[config.mk]
export PLATFORM = sky130hd
export DESIGN_NAME = sqrt_iter
export DESIGN_NICKNAME = d
export VERILOG_FILES = /design/src/rtl/sqrt_iter.sv
export SDC_FILE = /design/constraint.sdc
export NUM_CORES = 1
export LEC_CHECK = 0
export CAP_MARGIN = 20
export CORE_ASPECT_RATIO = 0.6
export CORE_MARGIN = 2
export CORE_UTILIZATION = 50
export CTS_CLUSTER_DIAMETER = 120
export DETAILED_ROUTE_END_ITERATION = 16
export GPL_TIMING_DRIVEN = 0
export PLACE_DENSITY = 0.77
export SLEW_MARGIN = 10
export SYNTH_ARGS = -nofsm -noshare
export SYNTH_HDL_FRONTEND = slang
export SYNTH_SLANG_ARGS = --single-unit
[constraint.sdc]
create_clock -name clk -period 3.8 [get_ports clk]
set_input_delay 0.57 -clock clk [delete_from_list [all_inputs] [get_ports clk]]
set_output_delay 0.57 -clock clk [all_outputs]
set_load 0.005 [all_outputs]
[src/rtl/sqrt_iter.sv]
// Iterative restoring square root on DATA_WIDTH/FRACTION fixed point, one root bit per clock.
// Valid/ready streaming on both sides; one operand in flight at a time.
module sqrt_iter #(
  parameter int DATA_WIDTH = 32,
  parameter int FRACTION   = 24
) (
  input  logic                  clk,
  input  logic                  rst,
  output logic                  sqrt_ready_in,
  input  logic                  sqrt_valid_in,
  input  logic [DATA_WIDTH-1:0] sqrt_data_in,
  input  logic                  sqrt_ready_out,
  output logic                  sqrt_valid_out,
  output logic [DATA_WIDTH-1:0] sqrt_data_out,
  output logic                  sqrt_neg_out
);

  localparam int ITER      = (DATA_WIDTH + FRACTION + 1) / 2;
  localparam int RAD_WIDTH = 2 * ITER;
  localparam int REM_WIDTH = ITER + 2;
  localparam int CNT_WIDTH = $clog2(ITER + 1);

  typedef enum logic [1:0] {IDLE, CALC, DONE} state_t;

  state_t                state_q;
  logic [RAD_WIDTH-1:0]  rad_q, rad_d, rad_load;
  logic [REM_WIDTH-1:0]  rem_q, rem_d, rem_shift, trial;
  logic [ITER-1:0]       root_q, root_d;
  logic [CNT_WIDTH-1:0]  cnt_q;
  logic                  neg_q, valid_q;
  logic [DATA_WIDTH-1:0] data_q;

  // One restoring step: bring down two radicand bits, try subtracting 4*root+1.
  always_comb begin
    rad_load  = RAD_WIDTH'(sqrt_data_in) << FRACTION;
    rad_d     = rad_q << 2;
    rem_shift = {rem_q[REM_WIDTH-3:0], rad_q[RAD_WIDTH-1 -: 2]};
    trial     = {root_q, 2'b01};
    rem_d     = rem_shift;
    root_d    = root_q << 1;
    if (rem_shift >= trial) begin
      rem_d  = rem_shift - trial;
      root_d = (root_q << 1) | ITER'(1);
    end
  end

  always_ff @(posedge clk or posedge rst) begin
    if (rst) begin
      state_q <= IDLE;
      rad_q   <= '0;
      rem_q   <= '0;
      root_q  <= '0;
      cnt_q   <= '0;
      neg_q   <= 1'b0;
      valid_q <= 1'b0;
      data_q  <= '0;
    end else begin
      case (state_q)
        IDLE: begin
          if (sqrt_valid_in) begin
            rad_q   <= rad_load;
            rem_q   <= '0;
            root_q  <= '0;
            cnt_q   <= CNT_WIDTH'(ITER);
            neg_q   <= sqrt_data_in[DATA_WIDTH-1];
            state_q <= CALC;
          end
        end
        CALC: begin
          rad_q  <= rad_d;
          rem_q  <= rem_d;
          root_q <= root_d;
          cnt_q  <= cnt_q - CNT_WIDTH'(1);
          if (cnt_q == CNT_WIDTH'(1)) begin
            data_q  <= neg_q ? '0 : DATA_WIDTH'(root_d);
            valid_q <= 1'b1;
            state_q <= DONE;
          end
        end
        DONE: begin
          if (sqrt_ready_out) begin
            valid_q <= 1'b0;
            state_q <= IDLE;
          end
        end
        default: state_q <= IDLE;
      endcase
    end
  end

  // Held low during reset so nothing is offered while the block is being cleared.
  assign sqrt_ready_in  = (state_q == IDLE) & ~rst;
  assign sqrt_valid_out = valid_q;
  assign sqrt_data_out  = data_q;
  assign sqrt_neg_out   = neg_q & valid_q;

endmodule

# Yosys cells after proc, flatten, opt, wreduce, memory -nomap -nowiden
# Index checks and enable logic that the tools add are counted.
op_classes:
  n_addsub: 2
  multipliers: 0
  div_mod_pow: 0
  n_lt_le_gt_ge: 1
  n_eq_ne: 6
  shifts: 0
  muxes: 18
  n_bitwise: 3
  reduce_logical: 8
op_table:
  columns: ["op", "count"]
  rows:
  - ["$mux 28", 4]
  - ["$pmux 28 s2", 2]
  - ["$pmux 56 s2", 1]
  - ["$mux 56", 1]
  - ["$ge 30x30->1", 1]
  - ["$sub 28x28->28", 1]
  - ["$pmux 5 s2", 1]
  - ["$mux 2", 3]
  - ["$ne 2x2->1 const B", 3]
  - ["$pmux 2 s3", 1]
  - ["$reduce_and 2->1", 3]
  - ["$reduce_and 3->1", 2]
  - ["$eq 5x1->1 const B", 1]
  - ["$mux 5", 1]
  - ["$sub 5x1->5 const B", 1]
  - ["$reduce_bool 2->1", 2]
  - ["$mux 1", 3]
  - ["$and 1x1->1", 2]
  - ["$eq 2x1->1 const B", 1]
  - ["$eq 2x2->1 const B", 1]
  - ["$logic_not 2->1", 1]
  - ["$pmux 1 s2", 1]
  - ["$not 1->1", 1]
totals:
  regBits: 153
  latchBits: 0
  ramBits: 0
  romBits: 0
  input_bits: 36
  out_inout_bits: 35
  elab_cells: 46
  memories: 0

# Logic depth before layout (Yosys ltp)
logic_depth:
  depth_word: 3
  ltp_mapped: 13
  ltp_nobuf: 10

# Worst setup path before layout
# Ideal clock, no wire load.
synth_timing:
  kind: "register to register"
  startpoint: "register rem_q[4]"
  endpoint: "register rem_q[23]"
  setup_time_ps: 123
  t_arrival_ps: 2299
  t_required_ps: 3677
  setup_slack_ps: 1378
  path_stages_with_launch: 11
  n_path_buf: 1
  synth_period_minus_slack_ps: 2422
  cell_sequence: "dfrtp_1 > ha_1 > buf_2 > a2111oi_2 > nor3_2 > a21boi_2 > o22ai_4 > a311o_1 > xor2_1 > mux2i_1 > o21ai_1"
synth_via:
  elab_chain_len: 3
  word_cells_on_any_way: 4
  classes_between: "add/sub: 1; order compare: 1; mux: 2"
synth_rtl:
  columns: ["element", "line_no", "source"]
  rows:
  - ["start, declared", "27", "logic [REM_WIDTH-1:0] rem_q, rem_d, rem_shift, trial;"]
  - ["start signal, assigned", "71", "rem_q <= rem_d;"]
  - ["$sub 28x28->28 / $ge 30x30->1 (equally long branches)", "42, 41", null]
  - ["$mux 28 *", "41", "if (rem_shift >= trial) begin"]
  - ["$pmux 28 s2 *", "58", "case (state_q)"]
# Mark *: on every way between the ends. The rest lies on a longest branch, timed or not.
# A chain may end at the register's enable or synchronous reset.

# Final worst setup path
layout_timing:
  startpoint: "register root_q[1]"
  endpoint: "register rem_q[11]"
layout_via:
  elab_chain_len: 3
  word_cells_on_any_way: 4
  classes_between: "add/sub: 1; order compare: 1; mux: 2"
layout_rtl:
  columns: ["element", "line_no", "source"]
  rows:
  - ["start, declared", "28", "logic [ITER-1:0] root_q, root_d;"]
  - ["start signal, assigned", "72", "root_q <= root_d;"]
  - ["$sub 28x28->28 / $ge 30x30->1 (equally long branches)", "42, 41", null]
  - ["$mux 28 *", "41", null]
  - ["$pmux 28 s2 *", "58", null]
# Marks and branches as above.

==> metrics.md <==
| Metric | Value |
|---|---|
| Setup_tns | `0 ns` |
| Clk_lat worst skew | `0.42 ns` |
| Number of synthesized flops with an enable pin | `0` |
| CTS Buffer Depth | `2` |
| Sequential cell area fraction in the yosys report | `44.7%` |
| Overall power | `9.61 mW` |
| Vias in the first global route | `5375` |
| Initial DRC count | `536` |
| Setup violation total in the final timing report | `0` |
| FILL cells | `1138` |
| Setup Skew | `0.0119 ns` |
| PortBufs | `66` |
| Dpl hpwl | `13800 um` |
| FMAX | `0.328 GHz` |
| CP max stage cell | `dfrtp_1` |
| Hold Slack | `0.479 ns` |
| Remaining Overflow, GRT | `0` |
| CTS Root Buffer Type | `clkbuf_16` |
| Status | `finished, final reports clean` |
| Yosys reg bits | `125` |
| Data required, critical path | `4.08 ns` |
| CP arrival | `3.33 ns` |
| Part of the cycle the worst path needs | `80.2%` |
| Crit path capture type | `flop` |
| Power Density | `1120 mW/mm^2` |
| Clock slew at reported path FFs | `0.06 ns` |
| Via/cell ratio | `5.70` |
| Worst-Margin Slew | `0.773 ns` |
| Post-CTS resize count | `0` |
| CP Max Fanout | `10` |
| Crit Path Category | `reg -> reg` |
| Final Net Count | `937` |
| Layout cells sized above 1 | `7.26%` |
| Largest net degree at the start of global routing | `36` |
| Die Area | `0.0150 sq mm` |
| GR Util All Layers | `26.1%` |
| Leakage Power | `3.67 nW` |
| CTS sink count | `125` |
| Gpl congestion | `0.923` |
| Residual DRC | `0` |
| Slew Limit Fails | `0` |
| I/O pins | `71` |
| Family with the most delay on the worst path | `compound AO/OA/AOI/OAI gates` |
| Post-CTS setup buffers | `0` |
| Final Non-Filler Cells | `1074` |
| Total routed wirelength | `18600 um` |
| First-pass GRT wire length | `29500 um` |
| Peak VDD IR | `445 uV` |
| Die Wd | `157 um` |
| # rows | `33` |
| CTS tree | `done` |
| Core area | `0.0137 sq mm` |
| Unique masters post-synth | `65` |
| Top FF cell, synth | `dfrtp_1` |
| Max Cap Violations | `0` |
| Buf/Inv on CP | `3` |
| Via count | `6117` |
| RSZ-0062 raised after global routing | `no` |
| Final ANT Viol Nets | `0` |
| Die H | `95.6 um` |
| CP Launch Type | `flop` |
| N_diodes | `0` |
| Worst slew margin | `48.4%` |
| Synth async-reset ratio | `100%` |
| Util after Layout | `62.9%` |
| Hold Fails Final Rpt | `0` |
| Final worst path period need | `3.05 ns` |
| HP Class | `reg -> reg` |
| Synth warn | `0` |
| Worst path cell trace | `inv_1 > ha_1 > o211ai_1 > a211oi_2 > nor3_2 > nor2_4 > a21oi_2 > o31a_1 > buf_6 > buf_6 > mux2i_1 > o21ai_1` |
| WL/cell | `17.3 um` |
| Syn Area/Cell | `8.99 sq um` |
| Initial antenna violation count | `0` |
| CTS Buf Count | `17` |
| Mapped cell area | `0.00699 sq mm` |
| Area delta synth->final | `23.0%` |
| Critical Path Max Stage Delay | `0.38 ns` |
| Cell mode on critical path | `buf_6` |
| Synthesized instance count | `778` |
| Starting density of the core | `51.2%` |
| Post-CTS Hold Fix Bufs | `0` |
| Pre-antenna DRT Iters | `5` |
| Dpl cells | `1042` |
| H-Tree Depth | `4` |
## flip-flops by register name (all words and copies together), names as in the netlist
register        count
rem_q              28
state_q             2
rad_q              32
sqrt_data_out      28
cnt_q               5
neg_q               1
sqrt_valid_out      1
root_q             28
## cell usage in the layout, fill, tap and decap left out, types with 5 or more instances in the layout
| master | synthesis | layout |
|---|---|---|
| a21o_1 | 10 | 10 |
| a21oi_1 | 27 | 27 |
| a31oi_1 | 31 | 31 |
| a32oi_1 | 8 | 8 |
| buf_1 | 5 | 5 |
| clkbuf_1 | 37 | 37 |
| clkbuf_16 | 0 | 17 |
| clkdlybuf4s50_1 | 0 | 66 |
| dfrtp_1 | 125 | 125 |
| ha_1 | 32 | 32 |
| inv_1 | 39 | 38 |
| mux2i_1 | 19 | 19 |
| nand2_1 | 125 | 125 |
| nand2b_1 | 7 | 7 |
| nand3_1 | 42 | 42 |
| nor2_1 | 47 | 47 |
| nor3_1 | 11 | 11 |
| o21ai_0 | 50 | 50 |
| o21ai_1 | 23 | 23 |
| o31ai_1 | 32 | 32 |
| xnor2_1 | 18 | 18 |
| xor2_1 | 9 | 9 |
## cell type report
type                    instances  area [sq um]  share of cell area (%)
plain buffers                  54           262                    3.04
clock buffers                  19           453                    5.27
well taps                     192           240                    2.79
repair buffers                 69           721                    8.38
flip-flops and latches        125          3130                    36.4
inverters                      39           150                    1.75
multi-input cells             563          3470                    40.3
clock inverters                13           178                    2.07
## cell usage after synthesis, types with 11 or more instances
cell / instances / share of area (%)
ha_1: 32 / 5.7
nand2_1: 125 / 6.7
nand3_1: 42 / 3.0
o21ai_1: 23 / 1.6
nor3_1: 11 / 0.79
mux2i_1: 19 / 2.7
inv_1: 39 / 2.1
xnor2_1: 18 / 2.3
clkbuf_1: 37 / 2.0
a31oi_1: 31 / 2.8
o21ai_0: 50 / 3.6
o31ai_1: 32 / 3.4
nor2_1: 47 / 2.5
a21oi_1: 27 / 1.9
dfrtp_1: 125 / 45
## worst paths after layout
kind                                     to  depth (start not counted)  slack [ns]        startpoint
max                               rem_q[11]                         12        0.75         root_q[1]
min                        sqrt_data_out[1]                          2        0.48  sqrt_data_out[1]
max reg2reg                       rem_q[11]                         12        0.75         root_q[1]
min reg2reg                sqrt_data_out[1]                          2        0.48  sqrt_data_out[1]
max in group asynchronous         rem_q[15]                          5        2.11               rst
min in group asynchronous    sqrt_valid_out                          2        0.61               rst
## metal layers
metal | GRT usage, % | part of all wire, % | vias up | wire [um]
met5 | 0 | 0 | - | 0
met4 | 6.50 | 0.86 | 0 | 159
met3 | 8.27 | 9.6 | 17 | 1780
met2 | 32.7 | 38 | 267 | 7040
met1 | 42.0 | 52 | 2887 | 9580
li1 | - | - | 2946 | -
## metrics by stage
step / instance area, sq um / worst slack, ns
after floorplan: 7010 / 1.38
after global placement: 7910 / 0.561
after detailed placement: 7970 / 0.876
after CTS: 8600 / 0.848
after global routing: 8600 / 0.581
final: 8600 / 0.752
## logic make-up after synthesis
logic type / share of synthesized area, %
compound gates: 20.2
xor+xnor: 3.38
fa+ha+maj: 5.73
buf+inv: 5.83
flops: 44.7
mux: 2.93
other cells: 0.0536
simple gates: 17.1
## tightest hold or removal path, cell delays in order (launching register included)
cell and delay, ns:
dfrtp_1 0.34, nand2_1 0.05, o31ai_1 0.05
## where the power goes
group	switching, mW	internal (mW)
clock	0.656	1.08
combinational	3.18	2.35
sequential	0.399	1.94
No activity file was read; power rests on OpenSTA's default activity.
